<file path="src/rtl/ultrasonic_echo_ranger.sv">
// Ultrasonic range sensor timer: trigger pulse generation, echo width measurement, IRQ.
// Optional echo glitch filter enabled by defining ECHO_GLITCH_FILTER_EN.
module ultrasonic_echo_ranger #(
  parameter int TRIG_CYCLES    = 500,
  parameter int TIMEOUT_CYCLES = 1900000,
  parameter int COUNT_W        = 22
) (
  input  logic        clk,
  input  logic        reset_n,
  input  logic [1:0]  address,
  input  logic        chipselect,
  input  logic        write_n,
  input  logic [31:0] writedata,
  output logic [31:0] readdata,
  output logic        irq,
  output logic        trig_out,
  input  logic        echo_in
);

  // state     | meaning
  // ----------+------------------------------------------------
  // IDLE      | waiting for START
  // TRIG      | trig_out high for TRIG_CYCLES
  // WAIT_RISE | waiting for echo rise, timeout running
  // MEASURE   | counting echo width, timeout running
  // HOLDOFF   | continuous-mode gap of PERIOD cycles
  typedef enum logic [2:0] {
    S_IDLE, S_TRIG, S_WAIT_RISE, S_MEASURE, S_HOLDOFF
  } state_t;

  localparam logic [COUNT_W-1:0] TRIG_LOAD = COUNT_W'(TRIG_CYCLES - 1);
  localparam logic [COUNT_W-1:0] TO_LAST   = COUNT_W'(TIMEOUT_CYCLES - 1);

  state_t state, state_next;

  logic               cont, irq_en, done, to_flag;
  logic [COUNT_W-1:0] width_q, period_q;
  logic [COUNT_W-1:0] trig_cnt, to_cnt, width_cnt, hold_cnt;

  logic wr, wr_ctrl, wr_status, wr_period;
  logic start, abort;
  logic ev_done, ev_to, to_hit;
  logic unused_wdata;

  assign wr        = chipselect & ~write_n;
  assign wr_ctrl   = wr & (address == 2'd0);
  assign wr_status = wr & (address == 2'd1);
  assign wr_period = wr & (address == 2'd3);
  assign start     = wr_ctrl & writedata[0];
  assign abort     = wr_ctrl & writedata[3];
  assign unused_wdata = ^writedata[31:COUNT_W];

  logic echo_m, echo_s, echo_acc, echo_acc_q, rise, fall;

  always_ff @(posedge clk or negedge reset_n) begin
    if (!reset_n) begin
      echo_m <= 1'b0;
      echo_s <= 1'b0;
    end else begin
      echo_m <= echo_in;
      echo_s <= echo_m;
    end
  end

`ifdef ECHO_GLITCH_FILTER_EN
  // Accept a new level only once echo_s has held it for 4 consecutive cycles.
  logic [2:0] echo_hist;

  always_comb begin
    echo_acc = echo_acc_q;
    if (echo_s && (&echo_hist))
      echo_acc = 1'b1;
    else if (!echo_s && !(|echo_hist))
      echo_acc = 1'b0;
  end

  always_ff @(posedge clk or negedge reset_n) begin
    if (!reset_n) begin
      echo_hist  <= '0;
      echo_acc_q <= 1'b0;
    end else begin
      echo_hist  <= {echo_hist[1:0], echo_s};
      echo_acc_q <= echo_acc;
    end
  end
`else
  assign echo_acc = echo_s;

  always_ff @(posedge clk or negedge reset_n) begin
    if (!reset_n) echo_acc_q <= 1'b0;
    else          echo_acc_q <= echo_s;
  end
`endif

  assign rise = echo_acc & ~echo_acc_q;
  assign fall = ~echo_acc & echo_acc_q;

  assign to_hit = (to_cnt == TO_LAST);

  always_ff @(posedge clk or negedge reset_n) begin
    if (!reset_n) state <= S_IDLE;
    else          state <= state_next;
  end

  always_comb begin
    state_t after_meas;
    state_next = state;
    ev_done    = 1'b0;
    ev_to      = 1'b0;
    after_meas = S_IDLE;
    if (cont)
      after_meas = (period_q == '0) ? S_TRIG : S_HOLDOFF;
    case (state)
      S_IDLE:      if (start) state_next = S_TRIG;
      S_TRIG:      if (trig_cnt == '0) state_next = S_WAIT_RISE;
      S_WAIT_RISE: begin
        if (to_hit) begin
          ev_to      = 1'b1;
          state_next = after_meas;
        end else if (rise) begin
          state_next = S_MEASURE;
        end
      end
      S_MEASURE: begin
        if (fall) begin
          ev_done    = 1'b1;
          state_next = after_meas;
        end else if (to_hit) begin
          ev_to      = 1'b1;
          state_next = after_meas;
        end
      end
      S_HOLDOFF: begin
        if (!cont)
          state_next = S_IDLE;
        else if (hold_cnt == '0)
          state_next = S_TRIG;
      end
      default:     state_next = S_IDLE;
    endcase
    // Abort discards any event completing in the same cycle.
    if (abort) begin
      state_next = S_IDLE;
      ev_done    = 1'b0;
      ev_to      = 1'b0;
    end
  end

  always_ff @(posedge clk or negedge reset_n) begin
    if (!reset_n) begin
      trig_cnt  <= '0;
      to_cnt    <= '0;
      width_cnt <= '0;
      hold_cnt  <= '0;
    end else if (abort) begin
      trig_cnt  <= '0;
      to_cnt    <= '0;
      width_cnt <= '0;
      hold_cnt  <= '0;
    end else begin
      if (state != S_TRIG && state_next == S_TRIG)
        trig_cnt <= TRIG_LOAD;
      else if (state == S_TRIG && trig_cnt != '0)
        trig_cnt <= trig_cnt - 1'b1;

      if (state == S_TRIG)
        to_cnt <= '0;
      else if ((state == S_WAIT_RISE || state == S_MEASURE) && !to_hit)
        to_cnt <= to_cnt + 1'b1;

      if (state == S_WAIT_RISE)
        width_cnt <= COUNT_W'(1);
      else if (state == S_MEASURE && width_cnt != '1)
        width_cnt <= width_cnt + 1'b1;

      if (state != S_HOLDOFF && state_next == S_HOLDOFF)
        hold_cnt <= period_q - 1'b1;
      else if (state == S_HOLDOFF && hold_cnt != '0)
        hold_cnt <= hold_cnt - 1'b1;
    end
  end

  always_ff @(posedge clk or negedge reset_n) begin
    if (!reset_n) begin
      cont     <= 1'b0;
      irq_en   <= 1'b0;
      period_q <= '0;
      width_q  <= '0;
      done     <= 1'b0;
      to_flag  <= 1'b0;
    end else begin
      if (wr_ctrl) begin
        cont   <= writedata[1];
        irq_en <= writedata[2];
      end
      if (wr_period)
        period_q <= writedata[COUNT_W-1:0];

      if (ev_to)
        width_q <= '1;
      else if (ev_done)
        width_q <= width_cnt;

      // A flag being set wins over a simultaneous write-1-clear.
      if (ev_done)
        done <= 1'b1;
      else if (wr_status && writedata[1])
        done <= 1'b0;

      if (ev_to)
        to_flag <= 1'b1;
      else if (wr_status && writedata[2])
        to_flag <= 1'b0;
    end
  end

  always_ff @(posedge clk or negedge reset_n) begin
    if (!reset_n) begin
      readdata <= '0;
    end else begin
      case (address)
        2'd0:    readdata <= {28'd0, 1'b0, irq_en, cont, 1'b0};
        2'd1:    readdata <= {29'd0, to_flag, done, (state != S_IDLE)};
        2'd2:    readdata <= 32'(width_q);
        default: readdata <= 32'(period_q);
      endcase
    end
  end

  assign trig_out = (state == S_TRIG);
  assign irq      = irq_en & (done | to_flag);

endmodule
</file>
<file path="config.mk">
export PLATFORM = sky130hd
export DESIGN_NAME = ultrasonic_echo_ranger
export DESIGN_NICKNAME = d
export VERILOG_FILES = /design/src/rtl/ultrasonic_echo_ranger.sv
export SDC_FILE = /design/constraint.sdc
export NUM_CORES = 1
export LEC_CHECK = 0
export BUFFER_PORTS_ARGS = -buffer_cell sky130_fd_sc_hd__buf_4
export CORE_MARGIN = 8
export CORE_UTILIZATION = 60
export DETAILED_ROUTE_END_ITERATION = 7
export GPL_TIMING_DRIVEN = 0
export PLACE_DENSITY = 0.8
export REMOVE_ABC_BUFFERS = 1
export SLEW_MARGIN = 5
export SYNTH_ARGS = -nofsm -noshare
export SYNTH_HDL_FRONTEND = slang
export SYNTH_SLANG_ARGS = --single-unit
</file>
<file path="constraint.sdc">
create_clock -name clk -period 4.2 [get_ports clk]
set_clock_uncertainty 0.15 [all_clocks]
set_input_delay 1.26 -clock clk [delete_from_list [all_inputs] [get_ports clk]]
set_output_delay 1.26 -clock clk [all_outputs]
set_load 0.03 [all_outputs]
</file>
==> impl_metrics.py <==
metrics = {
    "status": {
        "outcome": "finished clean",
    },
    "layout": {
        "antenna_cells": 0,
        "post-route-util": 0.6912,
        "stdcell_area_sq_mm": 0.009520,
        "fillers": 1037,
        "final_cell_mix": "dfrtp_1 (164), nor2_1 (81), nand2_1 (57)",
        "final_common_cell": "dfrtp_1",
        "syn2layout_area_growth_pct": 13.47,
        "final_nets": 889,
        "drive_gt1_frac": 0.1688,
    },
    "sta": {
        "fin_ws_ns": 0.2195,
        "period_share": 0.9477,
        "fmax_ghz": 0.2512,
        "post-route-min-period_ns": 3.980,
        "worst_slew_pin_slew_ns": 1.313,
        "rsz0062_at_grt": "false",
        "max_slew_margin": 0.1201,
        "finalMaxSlewViolations": 0,
        "hold_viol": 0,
        "setup_violations": 0,
    },
    "floorplan": {
        "num_rows": 43,
        "dieHeight_microns": 134.3,
        "dieArea_sq_mm": 0.01802,
        "design.core.area_sq_mm": 0.01377,
        "die_w_microns": 134.3,
        "initial_core_util": 0.6092,
        "pin_count": 73,
    },
    "detailed_routing": {
        "antenna_left": 0,
        "avgViaCountPerCell": 6.112,
        "routedWlPerCell_microns": 18.86,
        "finalWirelength_mm": 19.59,
        "drt-pass1-iter-count": 5,
        "via_count": 6350,
        "drc": 0,
        "drt_iter0_drc": 502,
    },
    "clocking": {
        "clock_path_buffers": 2,
        "clk_pin_slew_worst_paths_ns": 0.06,
        "cts_tree": "yes",
        "cts-root-buf": "clkbuf_16",
        "cts_buffers": 17,
        "ctsHtreeMaxLevel": 4,
        "insertion_delay_ns": 0.43,
        "cts_sinks": 164,
    },
    "placed_design": {
        "preCtsSetupSlack_ns": -1.388,
        "place_area_sq_mm": 0.008862,
        "io_buffers": 52,
        "hpwl_mm": 12.96,
        "gp_congestion": 0.8276,
    },
    "grt": {
        "first_global_vias": 6514,
        "antenna_found_initial": 0,
        "overflow": 0,
        "grt_max_degree": 114,
        "grt_busiest_layer": "met2",
        "grt_pass1_wl_mm": 32.77,
        "use_met1": 0.2827,
        "use_met3": 0.04637,
        "grtUsageTotal": 0.2257,
        "use_met2": 0.3740,
    },
    "flow_run": {
        "drv_cap": 0,
    },
    "hold_path": {
        "hp-class": "reg -> reg",
    },
    "pwr": {
        "p_per_area_mw_per_mm2": 463.6,
        "leakage_nw": 4.287,
        "fin_total_pwr_mw": 4.414,
        "ir_worst_vdd_v": 0.0002800,
    },
    "setup_path": {
        "slowest_stage": "nand2_1",
        "start_kind": "input port",
        "cp_max_fo": 28,
        "end_kind": "flop",
        "r2r_slack_ns": 0.35,
        "path_buf_inv": 1,
        "path_class": "in -> reg",
        "cp_cell_sequence": "buf_4 > nor4b_4 > nand2_1 > nand2_1 > o211ai_1 > or3_1 > a21oi_1",
        "slowest_delay_ns": 0.88,
        "worst_ep_arrival_time_ns": 4.17,
        "cp_data_required_time_ns": 4.39,
        "critPathTopFamily": "simple AND/OR/NAND/NOR gates",
        "timing.critical_path.mode_cell": "nand2_1",
    },
    "synthesis": {
        "yosysUniqueCellTypes": 68,
        "ys_seq_area_frac": 0.4891,
        "netlist_area_sq_mm": 0.008391,
        "ys_warn_count": 0,
        "synthArstFlopShare": 1.000,
        "synth_ff_type": "dfrtp_1",
        "avgSynthCellArea_sq_um": 10.37,
        "synth_edf_count": 0,
        "synth_seq_cells": 164,
        "netlist_instances": 809,
    },
}
==> through the flow <==
step	hold slack, ns	std cells	setup TNS (ns)
2_1_floorplan	0.1812	768	-18.55
3_3_place_gp	0.1911	1000	-68.73
3_5_place_dp	0.1855	1003	-29.42
4_1_cts	0.2082	1037	0
5_1_grt	0.2183	1039	0
6_report	0.2022	1039	0
==> logic make-up after synthesis <==
logic type	count (synthesis)	share of synthesized area
flops	164	0.4891
other cells	1	0.0004469
buf+inv	58	0.03295
xor+xnor	91	0.09499
fa+ha+maj	4	0.005965
mux	72	0.09245
compound gates	95	0.07993
simple gates	324	0.2041
==> cell usage after synthesis (3+ instances only) <==
library cell,number,area share
ha_1,4,0.0060
o211ai_1,9,0.0081
nor2_1,81,0.036
o31ai_1,3,0.0027
and4_1,9,0.0094
mux2_2,24,0.032
clkbuf_1,31,0.014
or3_1,12,0.0089
or2_2,3,0.0022
a211oi_1,6,0.0054
o211ai_2,3,0.0045
o41ai_1,3,0.0031
and3_1,15,0.011
dfrtp_1,164,0.49
buf_4,11,0.0098
o21a_1,3,0.0027
mux2i_1,46,0.055
xor2_1,46,0.048
xnor2_1,45,0.047
a21oi_1,21,0.013
nand2b_1,3,0.0022
inv_1,7,0.0031
or4_1,9,0.0081
nor2b_1,20,0.015
nand4_1,13,0.0097
nand3_1,20,0.012
a21o_1,7,0.0063
nand2_1,57,0.026
o21ai_0,18,0.011
and2_1,6,0.0045
o2111ai_1,5,0.0052
nor4_1,22,0.016
nor3_1,34,0.020
buf_1,4,0.0018
==> power breakdown <==
| part | switching, mW | internal, mW | total [mW] |
|---|---|---|---|
| clock | 0.657 | 0.871 | 1.53 |
| combinational | 0.504 | 0.371 | 0.875 |
| sequential | 0.239 | 1.77 | 2.01 |
==> state kept, by name, summed over array words and instances, names as in the netlist <==
| register | count |
|---|---|
| irq_en | 1 |
| width_cnt | 22 |
| echo_acc | 1 |
| state | 3 |
| trig_cnt | 22 |
| echo_m | 1 |
| hold_cnt | 22 |
| echo_acc_q | 1 |
| cont | 1 |
| readdata | 22 |
| to_cnt | 22 |
| to_flag | 1 |
| width_q | 22 |
| done | 1 |
| period_q | 22 |
==> worst paths after layout <==
| path | startpoint | end | cells after the start |
|---|---|---|---|
| min in group asynchronous | reset_n | trig_cnt[13]$_DFFE_PN0P_ | 1 |
| max in group asynchronous | reset_n | width_cnt[3]$_DFFE_PN0P_ | 2 |
| worst min register to register | echo_m$_DFF_PN0_ | echo_acc$_DFF_PN0_ | 0 |
| worst max register to register | to_cnt[0]$_DFFE_PN0P_ | hold_cnt[14]$_DFFE_PN0P_ | 12 |
| worst max-delay path | address[0] | to_cnt[20]$_DFFE_PN0P_ | 7 |
| worst min-delay path | echo_m$_DFF_PN0_ | echo_acc$_DFF_PN0_ | 0 |
==> metal layers <==
layer	vias up	wire length [microns]	share of wire
met1	3193	8255	0.42
li1	2927	-	-
met5	-	0	0
met2	191	10040	0.51
met3	39	873	0.045
met4	0	427	0.022
==> final cells by class <==
cell class	count	area, sq um	share of cell area
Timing Repair Buffer	58	466.7	0.04902
Inverter	8	30.03	0.003154
Multi-Input combinational cell	597	4108	0.4315
Clock buffer	20	466.7	0.04902
Tap cell	180	225.2	0.02366
Sequential cell	164	4104	0.4311
Clock inverter	12	120.1	0.01262
==> repair_timing <==
| action | in CTS | in global routing |
|---|---|---|
| setup endpoints to repair | 28 | 32 |
| hold buffers | 0 | 0 |
| cloned | 1 | 0 |
| buffers inserted | 1 | 2 |
| pin swaps | 1 | 2 |
| resized for setup | 5 | 3 |
No activity file was read; power rests on OpenSTA's default activity.
